==> config.mk <==
export PLATFORM = sky130hd
export DESIGN_NAME = bitserial_gate_sequencer
export DESIGN_NICKNAME = d
export VERILOG_FILES = /design/src/rtl/bitserial_gate_sequencer.sv
export SDC_FILE = /design/constraint.sdc
export NUM_CORES = 1
export LEC_CHECK = 0
export CAP_MARGIN = 20
export CORE_MARGIN = 2
export CORE_UTILIZATION = 50
export DETAILED_ROUTE_END_ITERATION = 8
export DONT_BUFFER_PORTS = 1
export GPL_ROUTABILITY_DRIVEN = 1
export PLACE_DENSITY = 0.68
export SLEW_MARGIN = 0
export SYNTH_ARGS = -nofsm -noshare
export SYNTH_HDL_FRONTEND = slang
export SYNTH_SLANG_ARGS = --single-unit
==> constraint.sdc <==
create_clock -name clk -period 2.9 [get_ports clk]
set_input_delay 0.58 -clock clk [delete_from_list [all_inputs] [get_ports clk]]
set_output_delay 0.58 -clock clk [all_outputs]
set_load 0.01 [all_outputs]
==> src/rtl/bitserial_gate_sequencer.sv <==
// Bit-serial gate sequencer: one shared 1-bit NAND-built gate cell is applied
// to a captured WIDTH-bit operand pair, one bit per cycle, LSB first.
// The assembled result is published to `out` only when the last bit completes.
module bitserial_gate_sequencer #(
  parameter int unsigned WIDTH = 8
) (
  input  logic             clk,
  input  logic             rst,
  input  logic             start,
  input  logic [2:0]       op,
  input  logic [WIDTH-1:0] a,
  input  logic [WIDTH-1:0] b,
  output logic             ready,
  output logic             busy,
  output logic             done,
  output logic             err,
  output logic [WIDTH-1:0] out
);

  localparam int unsigned   IW   = (WIDTH > 1) ? $clog2(WIDTH) : 1;
  localparam logic [IW-1:0] LAST = IW'(WIDTH - 1);

  typedef enum logic [1:0] {
    S_IDLE,
    S_RUN,
    S_DONE
  } state_e;

  state_e           state_q, state_d;
  logic [WIDTH-1:0] a_q, a_d;
  logic [WIDTH-1:0] b_q, b_d;
  logic [WIDTH-1:0] acc_q, acc_d;
  logic [WIDTH-1:0] out_q, out_d;
  logic [2:0]       op_q, op_d;
  logic [IW-1:0]    idx_q, idx_d;

  logic bit_a, bit_b;
  logic n_ab, n_a, n_b, or_ab, x_l, x_r;
  logic gate_bit;

  function automatic logic nand2(input logic x, input logic y);
    return ~(x & y);
  endfunction

  assign bit_a = a_q[idx_q];
  assign bit_b = b_q[idx_q];

  // Shared gate cell: every function is composed from 2-input NANDs; ops 6/7 yield 0.
  always_comb begin
    n_ab  = nand2(bit_a, bit_b);
    n_a   = nand2(bit_a, bit_a);
    n_b   = nand2(bit_b, bit_b);
    or_ab = nand2(n_a, n_b);
    x_l   = nand2(bit_a, n_ab);
    x_r   = nand2(bit_b, n_ab);
    case (op_q)
      3'd0:    gate_bit = nand2(n_ab, n_ab);
      3'd1:    gate_bit = or_ab;
      3'd2:    gate_bit = n_a;
      3'd3:    gate_bit = nand2(or_ab, or_ab);
      3'd4:    gate_bit = nand2(x_l, x_r);
      3'd5:    gate_bit = n_ab;
      default: gate_bit = 1'b0;
    endcase
  end

  // Next-state, operand capture, bit assembly and status outputs.
  always_comb begin
    state_d = state_q;
    a_d     = a_q;
    b_d     = b_q;
    op_d    = op_q;
    idx_d   = idx_q;
    acc_d   = acc_q;
    out_d   = out_q;
    ready   = 1'b0;
    busy    = 1'b0;
    done    = 1'b0;
    err     = 1'b0;
    case (state_q)
      S_IDLE: begin
        ready = 1'b1;
        if (start) begin
          state_d = S_RUN;
          a_d     = a;
          b_d     = b;
          op_d    = op;
          idx_d   = '0;
          acc_d   = '0;
        end
      end
      S_RUN: begin
        busy         = 1'b1;
        acc_d[idx_q] = gate_bit;
        if (idx_q == LAST) begin
          // publish the full word on the same edge the last bit lands
          state_d = S_DONE;
          out_d   = acc_d;
        end else begin
          idx_d = idx_q + IW'(1);
        end
      end
      S_DONE: begin
        done    = 1'b1;
        err     = op_q[2] & op_q[1];
        state_d = S_IDLE;
      end
      default: state_d = S_IDLE;
    endcase
  end

  // State and datapath registers; reset aborts any operation in flight.
  always_ff @(posedge clk or posedge rst) begin
    if (rst) begin
      state_q <= S_IDLE;
      a_q     <= '0;
      b_q     <= '0;
      op_q    <= '0;
      idx_q   <= '0;
      acc_q   <= '0;
      out_q   <= '0;
    end else begin
      state_q <= state_d;
      a_q     <= a_d;
      b_q     <= b_d;
      op_q    <= op_d;
      idx_q   <= idx_d;
      acc_q   <= acc_d;
      out_q   <= out_d;
    end
  end

  assign out = out_q;

endmodule
==> impl_metrics.json, run 1 <==
{
  "grt_pass1_wl_mm": 8.024,
  "yosysUniqueCellTypes": 39,
  "skew_ns": 0.004351,
  "die_w_um": 69.78,
  "cts_tree": "done",
  "fill_cells": 346,
  "max_stage_delay_ns": 0.50,
  "relSlewSlack_pct": 42.50,
  "worst_slack_ns": 0.2256,
  "place_hpwl_mm": 3.415,
  "rrSetupSlack_ns": 0.23,
  "rr_worst_depth": 9,
  "critPathMaxFanout": 8,
  "worstHoldPathType": "input pin to async pin",
  "ys.warnings.count": 0,
  "slowest_stage": "mux4_2",
  "port_buffers": 0,
  "ant_nets": 0,
  "cts_buffer_depth": 2,
  "tightest_slew_ns": 0.8616,
  "drv_slew": 0,
  "gp_routability_congestion": 0.8727,
  "tns_ns": 0,
  "die_h_um": 69.78,
  "syn_area_mm2": 0.002163,
  "maxCapViolCount": 0,
  "path_class": "flop to flop",
  "fin_area_mm2": 0.002340,
  "final_nets": 247,
  "synth_edf_count": 0,
  "fin_crit_sh_pct": 92.22,
  "final_hold_viol_count": 0,
  "worstPathArrival_ns": 2.84,
  "drc": 0,
  "synth.ff_latch_count": 40,
  "cts_root_buf": "clkbuf_8",
  "status": "finished, final reports clean",
  "clk_pin_slew_ns": 0.07,
  "dominantRegCellSynth": "dfrtp_1",
  "p_leak_nw": 0.9811,
  "synth_area_leaders": "dfrtp_1 (46%), mux2_2 (12%), nand3_1 (3.9%)",
  "grt_pass1_vias": 1677,
  "antenna_found_initial": 0,
  "io_pins": 34,
  "cts_inserted_buffers": 5,
  "vias": 1650,
  "rr_endpoint": "out[4]",
  "detail_route.iter0.violations": 66,
  "area_delta_synth_final_pct": 8.155,
  "core_mm2": 0.004086,
  "ir_worst_vdd_uv": 664.1,
  "clkLatencyLatePin_ns": 0.29,
  "dpl_cell_area_mm2": 0.002248,
  "synth_top_area_share_pct": 46.27,
  "cp-end-kind": "flop",
  "place_ws_ns": 0.2129,
  "setup_violations": 0,
  "fmax_mhz": 373.9,
  "grt_use_total_pct": 20.81,
  "num_antenna_cells": 0,
  "clock-sinks": 40,
  "routed_wl_mm": 4.702,
  "drive_above_1_share_pct": 23.42,
  "reg2reg_from": "idx_q[1]",
  "grt_max_degree": 24,
  "synth_top_cell_by_area": "dfrtp_1",
  "overflow": 0,
  "startpoint": "idx_q[1]",
  "rsz0062_at_grt": "no",
  "power_density_mw_per_mm2": 1242,
  "synth_seq_area_share_pct": 46.27,
  "start_util_pct": 52.94,
  "h-tree-depth": 2,
  "cp.required_ns": 3.07,
  "mappedNetlistNets": 242,
  "async_reset_ff_share_pct": 100.0,
  "worstPathCellList": "mux4_2 > nor2b_1 > a221oi_1 > ha_1 > mux2_2 > a22o_1 > nor2_2 > buf_4 > a31oi_1",
  "first_pass_iters": 4,
  "num_rows": 23,
  "fin_crit_ns": 2.674,
  "die_area_mm2": 0.004869,
  "avgViaCountPerCell": 6.066,
  "synthCells": 216,
  "startpoint_type": "flop",
  "wl_per_cell_um": 17.29,
  "syn_area_per_cell_um2": 10.02
}
sequential cells by signal, summed over array words and instances, names as in the netlist:
signal,flops
b_q,8
a_q,8
idx_q,3
acc_q,8
op_q,3
state_q,2
out,8
layer usage:
metal  share of wire, %  GRT usage (%)  wire length, um
met5                  0              0                0
met2                 49          33.44             2293
met4                2.5          10.90              116
met1                 43          25.87             2000
met3                6.2          5.087              291
power breakdown:
part	internal [mW]	switching, mW	total [mW]
combinational	0.684	0.765	1.45
sequential	0.826	0.251	1.08
clock	0.194	0.185	0.379
total	1.70	1.20	2.90
cell usage in the layout (no fill, tap or decap), drive strengths merged:
cell | netlist | final
clkbuf | 6 | 8
a221oi | 1 | 1
nand2 | 10 | 10
a31oi | 8 | 8
nand2b | 1 | 1
mux2 | 25 | 25
nor3 | 8 | 8
a21oi | 4 | 4
nand3b | 3 | 3
buf | 7 | 11
o21ai | 15 | 15
nand4bb | 1 | 1
mux2i | 2 | 2
or3b | 3 | 3
o211ai | 1 | 1
o22ai | 8 | 8
and4b | 1 | 1
inv | 6 | 6
nor3b | 3 | 3
or3 | 1 | 1
and2 | 6 | 6
nand3 | 18 | 18
a22o | 3 | 3
a222oi | 1 | 1
nor2b | 5 | 5
nor2 | 23 | 23
ha | 4 | 4
mux4 | 1 | 1
dfrtp | 40 | 40
and3 | 1 | 1
worst max path at each step:
stage | endpoint | slack, ns | cells after the start
after floorplan | acc_q[1] | 0.16 | 9
after global placement | out[3] | 0.31 | 9
after detailed placement | out[4] | 0.21 | 10
after CTS | out[4] | 0.19 | 10
after global routing | acc_q[1] | 0.03 | 10
final | out[4] | 0.23 | 9
repair_timing:
action	4_1_cts	5_1_grt
endpoints found under the setup margin	0	1
hold buffers	0	0
endpoints found under the hold margin	0	0
gates resized for setup	0	1
setup buffers	0	0
synth_stat cells (2+ instances only):
library cell,instances
nor3_1,8
and2_1,3
inv_1,3
nor3b_1,3
ha_1,4
mux2_2,23
or3b_2,3
inv_2,3
nor2b_1,5
o21ai_0,15
clkbuf_1,6
and2_0,3
buf_2,4
nand2_1,10
o22ai_1,8
dfrtp_1,40
mux2i_1,2
nand3b_1,3
nor2_1,22
a31oi_1,8
a22o_1,3
a21oi_1,4
nand3_1,17
metrics by stage:
step | util (%) | power (mW) | instances | hold slack, ns
CTS | 57.23 | 2.915 | 272 | 0.3822
global placement | 55.02 | 2.461 | 264 | 0.4927
detailed placement | 55.02 | 2.530 | 264 | 0.4999
global route | 57.26 | 3.147 | 272 | 0.4229
floorplan | - | 2.139 | 216 | 0.4733
finish | 57.26 | 2.905 | 272 | 0.3550
worst max-delay path, delay by kind of cell, from the launching register on:
kind                     cells  cell delay (ns)
multiplexers                 2             0.76
buffers and inverters        1             0.16
AND/OR/NAND/NOR              2             0.30
AO/OA/AOI/OAI                3             0.66
flip-flops                   1             0.38
adder cells (fa/ha/maj)      1             0.30
logic make-up after synthesis:
logic type               count (synthesis)  synth area share (%)
flip-flops                              40                 46.27
AO/OA/AOI/OAI                           41                 11.45
multiplexers                            28                 15.15
adder cells (fa/ha/maj)                  4                 2.314
buffers and inverters                   19                 4.048
AND/OR/NAND/NOR                         84                 20.76
area by class of cell:
type | instances | area (um^2) | share of cell area, %
clock buffer | 8 | 90.09 | 3.850
inverter | 6 | 22.52 | 0.9626
multi-input combinational | 157 | 1080 | 46.15
sequential | 40 | 1002 | 42.83
tap | 50 | 62.56 | 2.674
timing repair buffer | 11 | 82.58 | 3.529
Note: power is estimated with default switching activity, not from simulation.
==> run 2, diff against run 1 <==
--- a/config.mk
+++ b/config.mk
@@ -5,6 +5,7 @@
 export SDC_FILE = /design/constraint.sdc
 export NUM_CORES = 1
 export LEC_CHECK = 0
+export ABC_AREA = 1
 export CAP_MARGIN = 20
 export CORE_MARGIN = 2
 export CORE_UTILIZATION = 50
@@ -12,6 +13,7 @@
 export DONT_BUFFER_PORTS = 1
 export GPL_ROUTABILITY_DRIVEN = 1
 export PLACE_DENSITY = 0.68
+export SETUP_SLACK_MARGIN = 0.02
 export SLEW_MARGIN = 0
 export SYNTH_ARGS = -nofsm -noshare
 export SYNTH_HDL_FRONTEND = slang
==> run 2 against run 1 <==
Compared with the run above:
- sequential power down 6%
- total power down 13%
- via count down 7.8%
- final cell count up 14%
- flip-flop and latch count unchanged
- clock skew down 0.0018 ns
- non-clock buffer count down 9
- critical path type unchanged
- largest power group unchanged
==> impl_metrics.json, run 2 <==
{
  "fin_crit_sh_pct": 83.86,
  "routed_wl_mm": 3.988,
  "setup_violations": 0,
  "final_util_pct": 54.54,
  "clock-sinks": 40,
  "synth_seq_area_share_pct": 49.02,
  "fin_crit_ns": 2.432,
  "layout_common_cells": "nand2_1 (97), dfrtp_1 (40), inv_1 (31)",
  "tns_ns": 0,
  "mappedNetlistNets": 282,
  "synth_top_area_share_pct": 49.02,
  "synth_area_leaders": "dfrtp_1 (49%), nand2_1 (18%), inv_1 (5.7%)",
  "core_mm2": 0.003971,
  "path_buf_inv": 4,
  "p_int_mw": 1.391,
  "die_h_um": 67.91,
  "grt_use_total_pct": 19.52,
  "drv_slew": 0,
  "cts_buffer_depth": 2,
  "synthCells": 256,
  "die_area_mm2": 0.004611,
  "rsz0062_at_grt": "no",
  "h-tree-depth": 2,
  "die_w_um": 67.91,
  "slowest_stage": "dfrtp_1",
  "grt_max_degree": 41,
  "power_density_mw_per_mm2": 1160,
  "avgViaCountPerCell": 4.906,
  "port_buffers": 0,
  "area_delta_synth_final_pct": 6.066,
  "p_leak_nw": 1.184,
  "fin_area_mm2": 0.002166,
  "synth.ff_latch_count": 40,
  "drc": 0,
  "cts_inserted_buffers": 5,
  "gp_routability_congestion": 0.8602,
  "drive_above_1_share_pct": 13.85,
  "worstHoldPathType": "input pin to async pin",
  "critPathMaxFanout": 10,
  "num_rows": 23,
  "combinationalPowerShare_pct": 46.6,
  "worstPathCellList": "inv_8 > nand2_1 > inv_1 > nand2_1 > nand2_1 > a211oi_1 > nand2_1 > inv_1 > ha_1 > inv_1 > nand2_1 > nand3_1 > nand2_1 > a21oi_4 > nand3_2 > nand3_1 > nand2_1",
  "grt_pass1_wl_mm": 6.679,
  "swShare_pct": 44.66,
  "crit_path_frequent_cell": "nand2_1",
  "vias": 1521,
  "grt_pass1_vias": 1459,
  "worstPathArrival_ns": 2.60,
  "status": "finished, final reports clean",
  "antenna_found_initial": 0,
  "clk_pin_slew_ns": 0.07,
  "p_total_mw": 2.513,
  "io_pins": 34,
  "worst_slack_ns": 0.4682,
  "clkPwrFrac_pct": 13.3,
  "synth_top_cell_by_area": "dfrtp_1",
  "relSlewSlack_pct": 63.65,
  "fmax_mhz": 411.2,
  "synth_common_cells": "nand2_1 (97), dfrtp_1 (40), inv_1 (31)",
  "timing.critical_path.max_delay_family": "simple AND/OR/NAND/NOR gates",
  "dpl_cell_area_mm2": 0.002088,
  "tightest_slew_ns": 0.5402,
  "cts_tree": "done",
  "yosysUniqueCellTypes": 23,
  "place_hpwl_mm": 2.972,
  "path_class": "flop to flop",
  "async_reset_ff_share_pct": 100.0,
  "start_util_pct": 51.42,
  "clkLatencyLatePin_ns": 0.28,
  "dp.cells": 303,
  "hold_buffers": 0,
  "overflow": 0,
  "detail_route.iter0.violations": 70,
  "final_hold_viol_count": 0,
  "yosysMostFrequentCell": "nand2_1",
  "p_switching_mw": 1.122,
  "maxCapViolCount": 0,
  "first_pass_iters": 4,
  "cts_root_buf": "clkbuf_8",
  "fin_worst_hold_slack_ns": 0.3037,
  "post_cts_resize_count": 0,
  "p_seq_share_pct": 40.2,
  "dominantRegCellSynth": "dfrtp_1",
  "ir_worst_vdd_uv": 495.6,
  "skew_ns": 0.002592,
  "finalNonFillerCells": 310,
  "syn_area_mm2": 0.002042,
  "syn_area_per_cell_um2": 7.976,
  "ant_nets": 0,
  "final_nets": 286,
  "place_ws_ns": 0.4629,
  "final_common_cell": "nand2_1",
  "cp.required_ns": 3.07,
  "synth_edf_count": 0,
  "wl_per_cell_um": 12.86,
  "startpoint_type": "flop",
  "ys.warnings.count": 0,
  "num_antenna_cells": 0,
  "max_stage_delay_ns": 0.60,
  "post-cts-setup-buffer-count": 0,
  "cp-end-kind": "flop"
}
## run 2: changes by cell type in the layout (fill, tap and decap cells not counted), moves of 4 or more
cell	delta
nor3_1	-6
o22ai_1	-6
nand2_1	+87
or2_2	+8
nand2_2	+6
a31oi_1	-8
inv_1	+28
buf_4	-9
nor2_1	-12
nand3_2	+9
a21oi_1	-4
mux2_2	-23
nor2b_1	-5
## run 2: area by class of cell
type / instances / area (um^2)
well taps: 50 / 62.56
clock buffers: 6 / 72.57
multi-input cells: 177 / 874.6
repair buffers: 2 / 15.01
clock inverters: 1 / 5.005
inverters: 34 / 135.1
fillers: 413 / 1805
flip-flops and latches: 40 / 1001
## run 2: kinds of logic after synthesis
logic type                 Yosys count  share of synthesized area, %
DFF                                 40                         49.02
adders and majority gates            4                         2.451
and+or+nand+nor                    154                         34.93
buffers and inverters               39                         8.149
AOI/OAI and AO/OA                   19                         5.454
## run 2: layer usage
metal,share of wire (%),GRT usage (%),routed length (um)
met5,0,0,0
met4,0.48,5.250,19
met3,6.4,6.086,256
met2,44,29.41,1735
met1,50,27.33,1976
## run 2: power by group through the flow
stage / clock network, mW / registers (mW) / logic (mW)
4_1_cts: 0.347 / 1.01 / 1.19
2_1_floorplan: 0 / 0.956 / 1.01
3_3_place_gp: 0 / 1.01 / 1.15
5_1_grt: 0.373 / 1.05 / 1.36
3_5_place_dp: 0 / 1.02 / 1.18
6_report: 0.334 / 1.01 / 1.17
## run 2: final timing paths
kind / startpoint / end / slack [ns] / depth (start not counted)
max reg2reg: idx_q[0] / out[0] / 0.47 / 17
min reg2reg: acc_q[2] / acc_q[2] / 0.47 / 2
max in group asynchronous: rst / acc_q[2] / 2.25 / 2
max: idx_q[0] / out[0] / 0.47 / 17
min in group clk: b[2] / b_q[2] / 0.41 / 2
min: rst / out[5] / 0.30 / 2
## run 2: worst register-to-register path, delay by kind of cell (launching register included)
kind,cells,cell delay [ns]
AND/OR/NAND/NOR,10,0.76
flip-flops,1,0.60
AO/OA/AOI/OAI,2,0.49
buffers and inverters,4,0.26
adder cells (fa/ha/maj),1,0.22
==> RTL change 1 (settings of run 2) <==
`WIDTH`: 8 -> 32.
--- a/src/rtl/bitserial_gate_sequencer.sv
+++ b/src/rtl/bitserial_gate_sequencer.sv
@@ -4,3 +4,3 @@
 module bitserial_gate_sequencer #(
-  parameter int unsigned WIDTH = 8
+  parameter int unsigned WIDTH = 32
 ) (
Ports: changed (resized a, b and out); port bits go from 34 to 106. No check against the original RTL was run, so the function may have changed too.
==> RTL change 1 against run 2 <==
- sequential cell count is 98 higher
- global-route usage is 3.8 points higher
- fmax is 7.8% lower
- die area grew to 3.2 times the old value
- final area grew to 3.6 times the old value
- synthesized area grew to 3.4 times the old value
- power grew to 3.8 times the old value
- wire length grew to 4.0 times the old value
- setup slack worse by 0.21 ns
- critical endpoint is now out[22]$_DFFE_PP0P_
- largest power group unchanged
==> RTL change 1: results (changes against run 2) <==
[worst_hold_path]
hold_path_class = input pin to async pin

[setup_path]
cp_max_fo = 7  ; -3
arrival_ns = 2.94  ; +0.34 ns
r2r_slack_ns = 0.26  ; -0.21 ns

[clock_network]
cts_max_path_buffers = 2  ; unchanged
insertion_delay_ns = 0.43  ; +0.15 ns
h-tree-depth = 4  ; +2
cts_setup_buffers = 0  ; unchanged
clockRootBuffer = clkbuf_16
numCtsBuffers = 17  ; +12
cts.reportedPaths.clkPinSlew_ns = 0.06

[detailed_routing]
vias = 5511  ; +260%
drtIter0Drc = 420  ; +500%
firstDrtPassIters = 4  ; unchanged
wl_um = 15760  ; +300%
vias_per_cell = 5.175  ; +5.5%

[finish]
clockNetworkAreaShare_pct = 8.165  ; +4.6 points
layout.area.seq_um2 = 3457  ; +250%
inverters = 59  ; +74%
bufAreaShareNonClock_pct = 3.359  ; +2.7 points
buffers = 26  ; +24
multi_input_cells = 635  ; +260%
final_core_util_pct = 58.55  ; +4.0 points
fillers = 1215  ; +190%
nNetsFinal = 954  ; +230%
nClkBuffers = 20  ; +14
layout-drive-gt1-share_pct = 15.52  ; +1.7 points
multi_input_area_um2 = 2983  ; +240%

[placed_design]
dp_hpwl_um = 10230  ; +240%
portBuffers = 0  ; unchanged
dpl-instance-area_um2 = 7076  ; +240%
gp_congestion = 0.8546  ; -0.65%
dp_cells = 1033  ; +240%
place_ws_ns = 0.1971  ; -0.2658 ns

[global_route]
antenna_found_initial = 0  ; unchanged
grt_pass1_vias = 5485  ; +280%
grt_max_degree = 139  ; +240%
grt_usage_pct = 23.29  ; +3.8 points
grt_pass1_wl_um = 26700  ; +300%

[timing]
fin_worst_skew_ns = 0.01522  ; +0.01263 ns
worst_slew_pin_slew_ns = 0.9633  ; +0.4231 ns
post-route-min-period_ns = 2.637  ; +0.2053 ns
holdWs_ns = 0.2303  ; -0.07349 ns

[run_status]
status = finished clean

[yosys]
synthDistinctLibCells = 24  ; +4.3%
synthArstFlopShare_pct = 100.0  ; unchanged
yosysSeqAreaShare_pct = 50.46  ; +1.4 points
synth_common_cells = 338 x nand2_1, 138 x dfrtp_1, 79 x nand3_1, 66 x nor2_1, 56 x inv_1
synth_area_leaders = dfrtp_1 50%, nand2_1 19%, nand3_1 5.8%, nand3_2 4.5%, o21ai_0 3.9%
ys_ff_latch = 138  ; +250%
avgSynthCellArea_um2 = 7.822  ; -1.9%
syn_inst = 875  ; +240%

[run]
drv_cap = 0  ; unchanged

[pwr]
p_leak_nw = 3.923  ; +230%
p_sw_share_pct = 39.65  ; -5.0 points
ir_drop_mv = 0.5614  ; +13%

RTL change 1: worst max-delay path: stages, from the launching register on:
cell,delay [ns]
dfrtp_1,0.46
inv_1,0.17
nor3_2,0.21
buf_4,0.16
nand2_1,0.06
nand2_1,0.08
nor2_2,0.05
nand2_1,0.08
inv_1,0.05
ha_2,0.26
o21ai_1,0.15
a21oi_2,0.09
a21oi_4,0.22
buf_6,0.18
nand3_2,0.09
nand3_1,0.12
nand2_1,0.07
RTL change 1: power groups by stage:
stage	clock (mW)	sequential, mW	combinational [mW]
6_report	2.32	3.33	3.80
5_1_grt	2.42	3.44	4.33
4_1_cts	2.35	3.33	3.64
3_5_place_dp	0	3.34	3.62
3_3_place_gp	0	3.33	3.56
2_1_floorplan	0	3.19	2.80
RTL change 1: final timing paths:
check	from	endpoint	cells after the start
worst max-delay path	idx_q[4]$_DFFE_PP0P_	out[22]$_DFFE_PP0P_	16
worst min-delay path	rst	a_q[15]$_DFFE_PP0P_	2
worst max register to register	idx_q[4]$_DFFE_PP0P_	out[22]$_DFFE_PP0P_	16
worst min register to register	acc_q[20]$_DFFE_PP0P_	acc_q[20]$_DFFE_PP0P_	2
max in group asynchronous	rst	idx_q[2]$_DFFE_PP0P_	2
min in group clk	b[5]	b_q[5]$_DFFE_PP0P_	2
RTL change 1: layer usage:
metal  GRT usage, %  routed length, um
met1          31.41               7170
met2          36.55               7422
met3          5.592                944
met4          8.794                221
met5              0                  0
RTL change 1: kinds of logic after synthesis:
family / Yosys count / synth area share (%)
AND/OR/NAND/NOR: 559 / 36.51
flip-flops: 138 / 50.46
buffers and inverters: 102 / 6.581
AO/OA/AOI/OAI: 69 / 5.174
adder cells (fa/ha/maj): 7 / 1.280
==> RTL change 2 (config.mk and constraints of run 2) <==
Made on the original files. The 3 states of `state_e` get a one-hot encoding in 3 bits.
--- a/src/rtl/bitserial_gate_sequencer.sv
+++ b/src/rtl/bitserial_gate_sequencer.sv
@@ -22,6 +22,6 @@
 
-  typedef enum logic [1:0] {
-    S_IDLE,
-    S_RUN,
-    S_DONE
+  typedef enum logic [2:0] {
+    S_IDLE = 3'b001,
+    S_RUN  = 3'b010,
+    S_DONE = 3'b100
   } state_e;
Function: no difference found for any inputs over 10 cycles, from zero or initial values and one cycle with rst high; not proved beyond that.
==> RTL change 2 against run 2 <==
- sequential cell count rose by 1
- combinational power fell by 26%
- wire length rose by 1.8%
- critical endpoint is now acc_q[3]$_DFFE_PP0P_
- global-route usage fell by 1.1 points
- setup slack got worse by 0.19 ns
- count of clock-buffer cells in the layout did not move
- non-clock buffer count fell by 1
- via count rose by 3.9%
- synthesized area rose by 3.7%
- synthesized cell count rose by 0.78%
- power fell by 16%
- cell count rose by 0.65%
- largest cell class unchanged
- final area rose by 3.4%
- largest power group is now registers
==> RTL change 2: results (changes against run 2) <==
[global_route]
grt_max_degree = 42  ; +2.4%
grt_pass1_wl_um = 7058  ; +5.7%
grt_usage_pct = 18.44  ; -1.1 points

[finish]
fillers = 396  ; -4.1%
nNetsFinal = 287  ; +0.35%

[detailed_routing]
wl_per_cell_um = 13.01  ; +1.1%
vias_per_cell = 5.064  ; +3.2%
vias = 1580  ; +3.9%
drtIter0Drc = 93  ; +33%

[setup_path]
r2r_end = acc_q[3]$_DFFE_PP0P_
cp_slowest_stage_delay_ns = 0.53  ; -0.07 ns
r2r_slack_ns = 0.28  ; -0.19 ns
reg2reg_depth = 13  ; -4
arrival_ns = 2.80  ; +0.20 ns

[placed_design]
dp_hpwl_um = 2900  ; -2.4%
dp_cells = 304  ; +0.33%
gp_congestion = 0.8214  ; -4.5%

[timing]
worst_slew_pin_slew_ns = 0.5629  ; +0.02272 ns
fin_worst_skew_ns = 0.006949  ; +0.004357 ns

[run_status]
status = finished clean

[clock_network]
insertion_delay_ns = 0.30  ; +0.02 ns

[pwr]
ir_drop_mv = 0.4475  ; -9.7%

[yosys]
yosysSeqAreaShare_pct = 48.52  ; -0.50 points
synth_nets = 284  ; +0.71%
synth_common_cells = 102 x nand2_1, 40 x dfrtp_1, 30 x inv_1, 22 x nand3_1, 11 x nand3_2
synth_area_leaders = dfrtp_1 47%, nand2_1 18%, inv_1 5.3%, nand3_1 5.2%, nand3_2 5.2%

RTL change 2: final cells by class:
cell class	instances	area, um2	share of cell area (%)
multi-input combinational	180	938.4	41.92
tap	50	62.56	2.795
clock buffer	6	72.57	3.242
sequential	41	1027	45.89
clock inverter	2	10.01	0.4472
timing repair buffer	1	7.507	0.3354
inverter	32	120.1	5.366
RTL change 2: metal layers:
| layer | up-vias | GRT usage (%) | share of wire [%] |
|---|---|---|---|
| li1 | 812 | - | - |
| met1 | 726 | 25.14 | 47 |
| met2 | 34 | 27.56 | 46 |
| met3 | 8 | 5.702 | 5.3 |
| met4 | 0 | 7.190 | 1.6 |
| met5 | - | 0 | 0 |
RTL change 2: cell families (layout without fill, tap and decap cells):
group,after synthesis,in the layout,synth area share [%]
adders and majority gates,4,4,2.364
and+or+nand+nor,162,162,37.71
AOI/OAI and AO/OA,14,14,4.255
DFF,41,41,48.52
buffers and inverters,37,41,7.152
RTL change 2: how the worst min path moves through the flow:
stage                         start                   end  slack, ns  depth (start not counted)
2_1_floorplan  acc_q[0]$_DFFE_PP0P_  acc_q[0]$_DFFE_PP0P_       0.44                          2
3_3_place_gp   acc_q[4]$_DFFE_PP0P_  acc_q[4]$_DFFE_PP0P_       0.46                          2
3_5_place_dp   acc_q[1]$_DFFE_PP0P_  acc_q[1]$_DFFE_PP0P_       0.46                          2
4_1_cts                         rst    out[5]$_DFFE_PP0P_       0.31                          2
5_1_grt                         rst    out[1]$_DFFE_PP0P_       0.33                          2
6_report                        rst    out[2]$_DFFE_PP0P_       0.29                          2
RTL change 2: power by group through the flow:
stage	Combinational (mW)	Clock, mW	Sequential (mW)
2_1_floorplan	0.764	0	0.858
3_3_place_gp	0.859	0	0.901
3_5_place_dp	0.878	0	0.903
4_1_cts	0.881	0.373	0.894
5_1_grt	0.994	0.397	0.923
6_report	0.869	0.360	0.894
RTL change 2: through the flow:
| stage | cell area, um2 | setup slack, ns | utilization, % | power [mW] | hold slack (ns) |
|---|---|---|---|---|---|
| global placement | 2156 | 0.2623 | 53.51 | 1.760 | 0.4572 |
| finish | 2238 | 0.2759 | 55.56 | 2.122 | 0.2934 |
| detailed placement | 2156 | 0.2845 | 53.51 | 1.780 | 0.4626 |
| CTS | 2238 | 0.2734 | 55.56 | 2.147 | 0.3133 |
| floorplan | 2117 | 0.6792 | - | 1.622 | 0.4417 |
| global route | 2238 | 0.06285 | 55.56 | 2.314 | 0.3343 |
